`src/rtl/hcsr04_pkg.sv`:
```
// Shared state encoding and 50 MHz default timing constants for the HC-SR04 ranger.
package hcsr04_pkg;

  typedef enum logic [2:0] {
    ST_IDLE,
    ST_TRIG,
    ST_WAIT_RISE,
    ST_MEASURE,
    ST_COOLDOWN
  } state_e;

  localparam int unsigned TRIG_CYCLES_50M      = 500;
  localparam int unsigned CYCLES_PER_CM_50M    = 2900;
  localparam int unsigned ECHO_WAIT_CYCLES_50M = 1_500_000;
  localparam int unsigned COOLDOWN_CYCLES_50M  = 3_000_000;
  localparam int unsigned MAX_CM_DEF           = 400;
  localparam int unsigned NEAR_CM_DEF          = 20;
  localparam int unsigned DIST_W_DEF           = 9;

  function automatic int unsigned max3(input int unsigned a, input int unsigned b,
                                       input int unsigned c);
    int unsigned m;
    m = (a > b) ? a : b;
    return (m > c) ? m : c;
  endfunction

endpackage

```
`src/rtl/hcsr04_echo_sync.sv`:
```
// Two-flop synchronizer for the raw echo pin with level, rise and fall outputs.
// rise_o/fall_o are single-cycle strobes derived from the synchronized level.
module echo_sync (
  input  logic clk,
  input  logic rst,
  input  logic echo_i,
  output logic level_o,
  output logic rise_o,
  output logic fall_o
);

  logic s1_q, s2_q, lvl_q;

  always_ff @(posedge clk) begin
    if (rst) begin
      s1_q  <= 1'b0;
      s2_q  <= 1'b0;
      lvl_q <= 1'b0;
    end else begin
      s1_q  <= echo_i;
      s2_q  <= s1_q;
      lvl_q <= s2_q;
    end
  end

  assign level_o = s2_q;
  assign rise_o  = s2_q & ~lvl_q;
  assign fall_o  = ~s2_q & lvl_q;

endmodule

```
`src/rtl/hcsr04_ranger.sv`:
```
// HC-SR04 measurement sequencer: trigger, echo timing in cm, timeout/overrange, cooldown.
// Results appear with a one-cycle Done; Distance/Timeout/Near hold until the next Done.
module hcsr04_ranger
  import hcsr04_pkg::*;
#(
  parameter int unsigned TRIG_CYCLES      = TRIG_CYCLES_50M,
  parameter int unsigned CYCLES_PER_CM    = CYCLES_PER_CM_50M,
  parameter int unsigned ECHO_WAIT_CYCLES = ECHO_WAIT_CYCLES_50M,
  parameter int unsigned COOLDOWN_CYCLES  = COOLDOWN_CYCLES_50M,
  parameter int unsigned MAX_CM           = MAX_CM_DEF,
  parameter int unsigned NEAR_CM          = NEAR_CM_DEF,
  parameter int unsigned DIST_W           = DIST_W_DEF
) (
  input  logic              clk,
  input  logic              rst,
  input  logic              Start,
  input  logic              Auto,
  input  logic              Echo,
  output logic              Trigger,
  output logic              Busy,
  output logic              Done,
  output logic [DIST_W-1:0] Distance,
  output logic              Timeout,
  output logic              Near
);

  localparam int unsigned CYC_MAX = max3(TRIG_CYCLES, ECHO_WAIT_CYCLES, COOLDOWN_CYCLES);
  localparam int          CYC_W   = $clog2(CYC_MAX + 1);
  localparam int          SUB_W   = $clog2(CYCLES_PER_CM + 1);

  logic echo_lvl, echo_rise, echo_fall;

  echo_sync u_sync (
    .clk     (clk),
    .rst     (rst),
    .echo_i  (Echo),
    .level_o (echo_lvl),
    .rise_o  (echo_rise),
    .fall_o  (echo_fall)
  );

  state_e            state_q, state_d;
  logic [CYC_W-1:0]  cyc_q, cyc_d;
  logic [SUB_W-1:0]  sub_q, sub_d;
  logic [DIST_W-1:0] cm_q, cm_d;
  logic [DIST_W-1:0] dist_q, dist_d;
  logic              trig_q, done_q, done_d, to_q, to_d, near_q, near_d;

  always_comb begin
    state_d = state_q;
    cyc_d   = cyc_q;
    sub_d   = sub_q;
    cm_d    = cm_q;
    done_d  = 1'b0;
    dist_d  = dist_q;
    to_d    = to_q;
    near_d  = near_q;
    case (state_q)
      ST_IDLE: begin
        cyc_d = '0;
        sub_d = '0;
        cm_d  = '0;
        if (Start | Auto) state_d = ST_TRIG;
      end
      ST_TRIG: begin
        if (cyc_q == CYC_W'(TRIG_CYCLES - 1)) begin
          cyc_d   = '0;
          state_d = ST_WAIT_RISE;
        end else begin
          cyc_d = cyc_q + CYC_W'(1);
        end
      end
      ST_WAIT_RISE: begin
        if (echo_rise) begin
          // The rise cycle is itself an echo-high cycle, so it is counted here.
          sub_d   = SUB_W'(1);
          cm_d    = '0;
          state_d = ST_MEASURE;
        end else if (cyc_q == CYC_W'(ECHO_WAIT_CYCLES - 1)) begin
          done_d  = 1'b1;
          dist_d  = DIST_W'(MAX_CM);
          to_d    = 1'b1;
          cyc_d   = '0;
          state_d = ST_COOLDOWN;
        end else begin
          cyc_d = cyc_q + CYC_W'(1);
        end
      end
      ST_MEASURE: begin
        if (echo_fall) begin
          done_d  = 1'b1;
          dist_d  = cm_q;
          to_d    = 1'b0;
          cyc_d   = '0;
          state_d = ST_COOLDOWN;
        end else if (sub_q == SUB_W'(CYCLES_PER_CM - 1)) begin
          sub_d = '0;
          if (cm_q == DIST_W'(MAX_CM - 1)) begin
            done_d  = 1'b1;
            dist_d  = DIST_W'(MAX_CM);
            to_d    = 1'b1;
            cyc_d   = '0;
            state_d = ST_COOLDOWN;
          end else begin
            cm_d = cm_q + DIST_W'(1);
          end
        end else begin
          sub_d = sub_q + SUB_W'(1);
        end
      end
      ST_COOLDOWN: begin
        if (echo_lvl) begin
          cyc_d = '0;
        end else if (cyc_q == CYC_W'(COOLDOWN_CYCLES - 1)) begin
          cyc_d   = '0;
          state_d = ST_IDLE;
        end else begin
          cyc_d = cyc_q + CYC_W'(1);
        end
      end
      default: state_d = ST_IDLE;
    endcase
    if (done_d) near_d = (dist_d < DIST_W'(NEAR_CM)) && !to_d;
  end

  always_ff @(posedge clk) begin
    if (rst) begin
      state_q <= ST_IDLE;
      cyc_q   <= '0;
      sub_q   <= '0;
      cm_q    <= '0;
      trig_q  <= 1'b0;
      done_q  <= 1'b0;
      dist_q  <= '0;
      to_q    <= 1'b0;
      near_q  <= 1'b0;
    end else begin
      state_q <= state_d;
      cyc_q   <= cyc_d;
      sub_q   <= sub_d;
      cm_q    <= cm_d;
      trig_q  <= (state_d == ST_TRIG);
      done_q  <= done_d;
      dist_q  <= dist_d;
      to_q    <= to_d;
      near_q  <= near_d;
    end
  end

  assign Trigger  = trig_q;
  assign Busy     = (state_q != ST_IDLE);
  assign Done     = done_q;
  assign Distance = dist_q;
  assign Timeout  = to_q;
  assign Near     = near_q;

endmodule

```
`config.mk`:
```
export PLATFORM = sky130hd
export DESIGN_NAME = hcsr04_ranger
export DESIGN_NICKNAME = d
export VERILOG_FILES = /design/src/rtl/hcsr04_pkg.sv /design/src/rtl/hcsr04_echo_sync.sv /design/src/rtl/hcsr04_ranger.sv
export SDC_FILE = /design/constraint.sdc
export NUM_CORES = 1
export LEC_CHECK = 0
export ABC_AREA = 0
export CORE_MARGIN = 4
export CORE_UTILIZATION = 62
export DETAILED_ROUTE_END_ITERATION = 16
export PLACE_DENSITY = 0.91
export SETUP_SLACK_MARGIN = 0.02
export SLEW_MARGIN = 25
export SYNTH_ARGS = -nofsm -noshare
export SYNTH_HDL_FRONTEND = slang
export SYNTH_HIERARCHICAL = 1
export SYNTH_SLANG_ARGS = --single-unit
```
`constraint.sdc`:
```
create_clock -name clk -period 3.1 [get_ports clk]
set_input_delay 0.62 -clock clk [delete_from_list [all_inputs] [get_ports clk]]
set_output_delay 0.62 -clock clk [all_outputs]
set_load 0.005 [all_outputs]
```
Word level (Yosys, flattened, before mapping)
Cells that the tools add are included.
{ "op_classes": {"n_eq_ne": 17, "n_reduce_logical": 9, "order_cmp": 1, "n_bitwise": 5, "add_sub_neg": 3, "muxes": 46} }
{ "op_table": {"columns": ["op", "n"], "rows": [
  ["2-to-1 mux 22 bit", 8],
  ["case mux 22 bit (5 select lines)", 1],
  ["2-to-1 mux 9 bit", 9],
  ["2-to-1 mux 12 bit", 3],
  ["case mux 12 bit (3 select lines)", 1],
  ["2-to-1 mux 3 bit", 9],
  ["case mux 9 bit (3 select lines)", 1],
  ["adder 22 x 1 -> 22 bit (second input constant)", 1],
  ["== test 22 x 21 -> 1 bit (second input constant)", 1],
  ["== test 22 bit (second input constant)", 1],
  ["== test 22 x 9 -> 1 bit (second input constant)", 1],
  ["case mux 9 bit (2 select lines)", 1],
  ["case mux 3 bit (5 select lines)", 1],
  ["adder 12 x 1 -> 12 bit (second input constant)", 1],
  ["== test 12 bit (second input constant)", 1],
  ["2-to-1 mux 1 bit", 10],
  ["inequality test 2 bit (second input constant)", 5],
  ["adder 9 x 1 -> 9 bit (second input constant)", 1],
  ["== test 9 bit (second input constant)", 1],
  ["less-than comparator 9 x 5 -> 1 bit (second input constant)", 1],
  ["== test 3 x 1 -> 1 bit (second input constant)", 2],
  ["== test 3 x 2 -> 1 bit (second input constant)", 2],
  ["inequality test 3 bit (second input constant)", 2],
  ["nonzero test 3 bit", 2],
  ["other kinds (12)", 15]
]} }
{ "word_totals": {"reg_bits": 62, "elab_cells": 93, "input_bits": 5, "out_inout_bits": 14} }

Depth between registers and ports, before layout
Gate-level depths: netlist of the first run.
{ "logic_depth": {"ltp_word": 7, "mapped_depth": 8, "ltp_nobuf": 7} }

Hierarchy
The synthesis of the first run kept the hierarchy.
{ "by_module_without_submodules": {"columns": ["module", "n_inst", "cells_per_inst", "seq_area_each_um2", "area_per_inst_um2"], "rows": [
  ["hcsr04_ranger", 1, 363, 1181.1, 3024.2],
  ["echo_sync", 1, 8, 60.1, 91.3]
]} }

Worst setup path before layout of the first run
Ideal clock, no wire load.
{ "synth_timing": {"path_type": "reg-to-reg", "startpoint": "register cm_q[0]", "endpoint": "register cm_q[8]", "stages_incl_launch_ff": 8, "required_time_ns": 2.979, "path_buffers": 0, "arrival_time_ns": 1.917, "synth_period_minus_slack_ns": 2.039, "setup_slack_ns": 1.061, "setup_ns": 0.121, "cell_sequence": "dfxtp_1 ha_1 nand3_1 or4_4 a21oi_4 nand2b_4 nor4_2 mux2_4"} }
{ "synth_via": {"elab_chain_cells": 5, "elab_cells_between_ends": 8, "classes_between": "add/sub (1); eq/ne (2); mux (4); reduce/logical (1)"} }
{ "synth_lines": {"columns": ["item", "line", "text"], "rows": [
  ["from (decl)", "hcsr04_ranger.sv:45", "logic [DIST_W-1:0] cm_q, cm_d;"],
  ["from (signal assigned)", "hcsr04_ranger.sv:141", "cm_q <= cm_d;"],
  ["adder 9 x 1 -> 9 bit", "hcsr04_ranger.sv:105", "cm_d = cm_q + DIST_W'(1);"],
  ["2-to-1 mux 9 bit", "hcsr04_ranger.sv:98", "if (cm_q == DIST_W'(MAX_CM - 1)) begin"],
  ["2-to-1 mux 9 bit", "hcsr04_ranger.sv:96", "end else if (sub_q == SUB_W'(CYCLES_PER_CM - 1)) begin"],
  ["2-to-1 mux 9 bit", "hcsr04_ranger.sv:90", "if (echo_fall) begin"],
  ["case mux 9 bit (3 select lines)", "hcsr04_ranger.sv:58", "case (state_q)"]
]} }
Several ways; a longest one is shown, not always the timed one. The select of a mux whose other input is x is not followed.
A chain may end at the register's enable or synchronous reset.

Final worst setup path of the first run
{ "layout_timing": {"startpoint": "register cm_q[0]", "endpoint": "register cyc_q[0]"} }
{ "layout_via": {"elab_chain_cells": 3} }
{ "layout_lines": {"columns": ["item", "line", "text"], "rows": [
  ["== test 9 bit", "hcsr04_ranger.sv:98", null],
  ["inequality test 3 bit (no line)", null, null],
  ["AND reduction 4 bit (no line)", null, null],
  ["to (signal assigned)", "hcsr04_ranger.sv:139", "cyc_q <= cyc_d;"],
  ["to (decl)", "hcsr04_ranger.sv:43", "logic [CYC_W-1:0] cyc_q, cyc_d;"]
]} }
No other way between the ends.

==> results.sh, run 1 <==
export IMPL_hold_depth=1
export IMPL_drc_errors=0
export IMPL_root_buffer="clkbuf_8"
export IMPL_crit_required_ps=3320
export IMPL_dr_pass1_iters=5
export IMPL_routedWlPerCell_um=14.69
export IMPL_powerDensity_nw_per_um2=432.6
export IMPL_cts_setup_buffers=0
export IMPL_synth_top_area_cell="dfxtp_1"
export IMPL_total_leakage_power_nw=1.080
export IMPL_drive_above_1_share=0.09439
export IMPL_diodes=0
export IMPL_chipWidth_um=78.89
export IMPL_num_rows=25
export IMPL_core_um2=4786
export IMPL_worst_slack_ps=739.3
export IMPL_grt_use_total=0.2407
export IMPL_r2r_cells=9
export IMPL_instances_no_fill=459
export IMPL_area_delta_synth_final_pct=12.69
export IMPL_hold_path_class="register to register"
export IMPL_clk_latency_ps=340
export IMPL_dp_cells=443
export IMPL_hold_slack_ps=445.1
export IMPL_drt_total_wl_um=6743
export IMPL_start_util=0.6510
export IMPL_seq_area_frac_synth=0.3984
export IMPL_setup_viol=0
export IMPL_synthTopCellsByArea="dfxtp_1 (40%), xnor2_1 (8.4%), nor2_1 (6.4%), nand2_1 (3.4%), nor3_1 (3.2%)"
export IMPL_min_from="u_sync/s1_q"
export IMPL_min_period_over_period=0.7615
export IMPL_synth_edf_count=0
export IMPL_rrSetupSlack_ps=740
export IMPL_critical_path_class="register to register"
export IMPL_cp_max_fo=21
export IMPL_whs_endpoint="u_sync/level_o"
export IMPL_tns_ps=0
export IMPL_synth_warnings=6
export IMPL_h_tree_depth=3
export IMPL_grt_pass1_wl_um=11920
export IMPL_max_cap_violations=0
export IMPL_yosysUniqueCellTypes=58
export IMPL_grt_max_degree=22
export IMPL_final_area_um2=3511
export IMPL_clk_pin_slew_ps=70
export IMPL_grt_pass1_vias=2551
export IMPL_worst_pin_slew_ps=813.1
export IMPL_die_area_um2=6223
export IMPL_port_buffers=18
export IMPL_fmax_mhz=423.6
export IMPL_end_kind="register"
export IMPL_dr_total_vias=2781
export IMPL_placed_area_um2=3324
export IMPL_cp_arrival_ps=2580
export IMPL_worst_clock_skew_ps=10.59
export IMPL_pre_cts_slack_ps=780.6
export IMPL_rsz0062_at_grt="no"
export IMPL_ys_ff_latch=62
export IMPL_viasPerCell=6.059
export IMPL_async_reset_ff_frac=0
export IMPL_finalHoldViolations=0
export IMPL_numCtsBuffers=9
export IMPL_dp_hpwl_um=4667
export IMPL_cts_tree="yes"
export IMPL_grt_overflow=0
export IMPL_io_pins=19
export IMPL_r2r_end="cyc_q[0]"
export IMPL_fin_crit_ps=2361
export IMPL_ant_nets=0
export IMPL_report_final_slew_viol_count=0
export IMPL_synth_ff_type="dfxtp_1"
export IMPL_netlist_instances=371
export IMPL_die_h_um=78.89
export IMPL_peakVddDrop_v=0.0003619
export IMPL_critPathLaunch="cm_q[0]"
export IMPL_holdBufCountCts=0
export IMPL_status="complete, no violations"
export IMPL_maxSlewHeadroom=0.4579
export IMPL_syn_nets=379
export IMPL_synth_area_um2=3115
export IMPL_netlist_area_leader_share=0.3984
export IMPL_p_total_mw=1.519
export IMPL_final_nets=395
export IMPL_synth_common_cells="dfxtp_1 (62), nor2_1 (53), xnor2_1 (30)"
export IMPL_gp_congestion=0.9359
export IMPL_fin_util=0.7336
export IMPL_cts_buffer_depth=2
export IMPL_clock_sinks=62
export IMPL_antenna_found_initial=0
export IMPL_cp_start_kind="register"
export IMPL_avgSynthCellArea_um2=8.398
export IMPL_cts_resized=0
export IMPL_rr_startpoint="cm_q[0]"
export IMPL_drt_iter0_markers=238
export IMPL_synth_most_common_cell="dfxtp_1"
per-layer routing:
| metal | global-route usage | share of wire | vias to the layer above |
|---|---|---|---|
| li1 | - | - | 1353 |
| met1 | 0.3321 | 0.47 | 1282 |
| met2 | 0.3523 | 0.44 | 127 |
| met3 | 0.05896 | 0.073 | 19 |
| met4 | 0.1151 | 0.022 | 0 |
| met5 | 0 | 0 | - |
state kept, by name, indices dropped and copies added (netlist names), 3 cells and up:
name	cells
Distance	9
cm_q	9
cyc_q	22
state_q	3
sub_q	12
worst max-delay path, stage by stage (launching register included):
cell and delay (ps):
dfxtp_1 420, ha_1 220, nand3_1 150, o41ai_2 310
o211ai_1 130, buf_4 230, nand2b_1 240, o21ai_1 170
buf_4 260, nor2_1 90
layout make-up:
class / count / area (um2)
inverter: 15 / 56.30
timing repair buffer: 21 / 202.7
tap: 67 / 83.83
fill: 356 / 1275
clock buffer: 13 / 168.9
clock inverter: 3 / 17.52
sequential: 62 / 1241
multi-input combinational: 278 / 1740
how the worst max path moves through the flow:
stage | to | slack, ps | depth (start not counted)
final | cyc_q[0] | 740 | 9
after global routing | cyc_q[0] | 500 | 8
after CTS | cyc_q[0] | 760 | 9
after detailed placement | cyc_q[0] | 780 | 9
after global placement | cyc_q[3] | 840 | 9
after floorplan | cm_q[8] | 1060 | 7
logic make-up (layout without fill, tap and decap cells):
group           Yosys count  in the layout  share of synthesized area
compound gates           50             50                     0.1128
xor+xnor                 33             33                    0.09277
fa+ha+maj                 3              3                    0.01205
buf+inv                  31             52                    0.04297
flops                    62             62                     0.3984
mux                       2              2                   0.008031
simple gates            190            190                     0.3329
power by group:
group | total (mW) | switching (mW) | internal, mW
sequential | 0.809 | 0.00709 | 0.802
clock | 0.654 | 0.301 | 0.353
combinational | 0.0559 | 0.0344 | 0.0215
placed cells by master, fill, tap and decap left out, types with 12 or more instances in the layout:
master	instances
nand2_1	28
nor3_1	20
nor2_1	53
xnor2_1	30
dfxtp_1	62
clkdlybuf4s50_1	18
clkbuf_8	12
inv_1	15
nor4_1	15
a21oi_1	12
nand3_1	19
Power figures use the tool's default switching activity.
==> run 2, diff against run 1 <==
CORE_UTILIZATION = 53   (was 62)
PLACE_DENSITY = 0.83   (was 0.91)
clock period = 2.07 ns   (was 3.1 ns; I/O delays follow)
==> results.sh, run 2 (synthesis gave the netlist of run 1 again) <==
export IMPL_status="complete, no violations"
export IMPL_min_period_over_period=0.9931
export IMPL_r2r_end="cm_q[8]"
export IMPL_setup_viol=0
export IMPL_drc_errors=0
export IMPL_grt_use_total=0.2280
export IMPL_rsz0062_at_grt="yes"
export IMPL_grt_pass1_vias=2874
export IMPL_dp_cells=494
export IMPL_antenna_found_initial=0
export IMPL_start_util=0.5556
export IMPL_dr_pass1_iters=5
export IMPL_top_regs="cyc_q x22, sub_q x12"
export IMPL_root_buffer="clkbuf_8"
export IMPL_numCtsBuffers=9
export IMPL_fin_crit_ps=2056
export IMPL_diodes=0
export IMPL_finalHoldViolations=0
export IMPL_cp_arrival_ps=2280
export IMPL_total_leakage_power_nw=1.402
export IMPL_hold_path_class="register to register"
export IMPL_clk_pin_slew_ps=70
export IMPL_drt_total_wl_um=8812
export IMPL_maxSlewHeadroom=0.5968
export IMPL_clock_sinks=62
export IMPL_max_cap_violations=0
export IMPL_cts_buffer_depth=2
export IMPL_dr_total_vias=3088
export IMPL_cp_max_fo=4
export IMPL_rr_startpoint="cm_q[1]"
export IMPL_fmax_mhz=486.5
export IMPL_chipWidth_um=84.67
export IMPL_cp_start_kind="register"
export IMPL_core_um2=5608
export IMPL_routedWlPerCell_um=17.11
export IMPL_cts_tree="yes"
export IMPL_layout_common_cells="dfxtp_1 (50), nor2_1 (50), buf_4 (50)"
export IMPL_hold_slack_ps=442.5
export IMPL_p_total_mw=2.244
export IMPL_end_kind="register"
export IMPL_critical_path_class="register to register"
export IMPL_grt_overflow=0
export IMPL_area_delta_synth_final_pct=34.54
export IMPL_setup_worst_path_end="cm_q[8]"
export IMPL_io_pins=19
export IMPL_drt_iter0_markers=261
export IMPL_report_final_slew_viol_count=0
export IMPL_h_tree_depth=3
export IMPL_ant_nets=0
export IMPL_grt_max_degree=22
export IMPL_gp_congestion=0.9049
export IMPL_worst_pin_slew_ps=600.8
export IMPL_die_area_um2=7169
export IMPL_powerDensity_nw_per_um2=535.5
export IMPL_worst_clock_skew_ps=8.038
export IMPL_final_nets=448
export IMPL_clk_latency_ps=340
export IMPL_num_rows=27
export IMPL_die_h_um=84.67
export IMPL_grt_pass1_wl_um=13220
export IMPL_final_area_um2=4192
export IMPL_dp_hpwl_um=5408
export IMPL_top_register="cyc_q"
export IMPL_rrSetupSlack_ps=10
export IMPL_crit_required_ps=2300
export IMPL_r2r_cells=7
export IMPL_placed_area_um2=3676
export IMPL_largest_reg_flops=22
export IMPL_drive_above_1_share=0.3002
export IMPL_instances_no_fill=515
export IMPL_viasPerCell=5.996
export IMPL_port_buffers=18
export IMPL_peakVddDrop_v=0.0004993
export IMPL_critPathLaunch="cm_q[1]"
[run 2: changes by cell type in the layout (fill, tap and decap cells not counted), sizes merged]
cell and change:
buf +53, clkbuf -1, clkdlybuf4s50 -1, clkinvlp -1, dlygate4sd2 +1
[run 2: timing repair]
action / CTS / global route
setup buffers: 1 / 4
pin swaps: 1 / 20
setup endpoints to repair: 33 / 40
hold buffers: 0 / 0
gates resized for setup: 17 / 56
cloned: 1 / 1
[run 2: report_power, final]
part	total [mW]	internal, mW	switching [mW]	leakage [nW]
registers	1.21	1.20	0.00802	0.506
logic	0.127	0.0574	0.0697	0.814
clock network	0.908	0.451	0.457	0.0821
[run 2: worst min-delay path by stage]
stage                            from        endpoint  slack, ps  cells past startpoint
after floorplan           u_sync/s1_q  u_sync/level_o        410                      1
after global placement    u_sync/s1_q  u_sync/level_o        420                      1
after detailed placement  u_sync/s1_q  u_sync/level_o        440                      1
after CTS                 u_sync/s1_q  u_sync/level_o        450                      1
after global routing      u_sync/s1_q  u_sync/level_o        480                      1
final                     u_sync/s1_q  u_sync/level_o        440                      1
[run 2: area by class of cell]
type,instances,area [um2]
flip-flops and latches,62,1256
clock buffers,12,145.1
clock inverters,2,10.01
repair buffers,74,619.3
inverters,15,56.30
multi-input cells,278,2014
fillers,386,1416
well taps,72,90.09
[run 2: worst max-delay path: stages (launching register included)]
cell and delay [ps]:
dfxtp_2 360, ha_4 160, nand3_4 90, or4_4 580
a21oi_4 230, nand2b_4 180, nor4_4 40, mux2_4 290
[run 2: through the flow]
step	utilization	setup WS [ps]	setup TNS, ps
after CTS	0.6966	3.589	0
after detailed placement	0.6555	-89.86	-1850
after global placement	0.6555	-42.26	-710.8
after floorplan	-	31.39	0
after global routing	0.7474	-96.53	-719.0
final	0.7474	14.36	0
[run 2: per-layer routing]
| metal | track usage | share of wire | vias up |
|---|---|---|---|
| li1 | - | - | 1450 |
| met1 | 0.2709 | 0.40 | 1492 |
| met2 | 0.3964 | 0.50 | 119 |
| met3 | 0.05692 | 0.062 | 27 |
| met4 | 0.08345 | 0.032 | 0 |
| met5 | 0 | 0 | - |
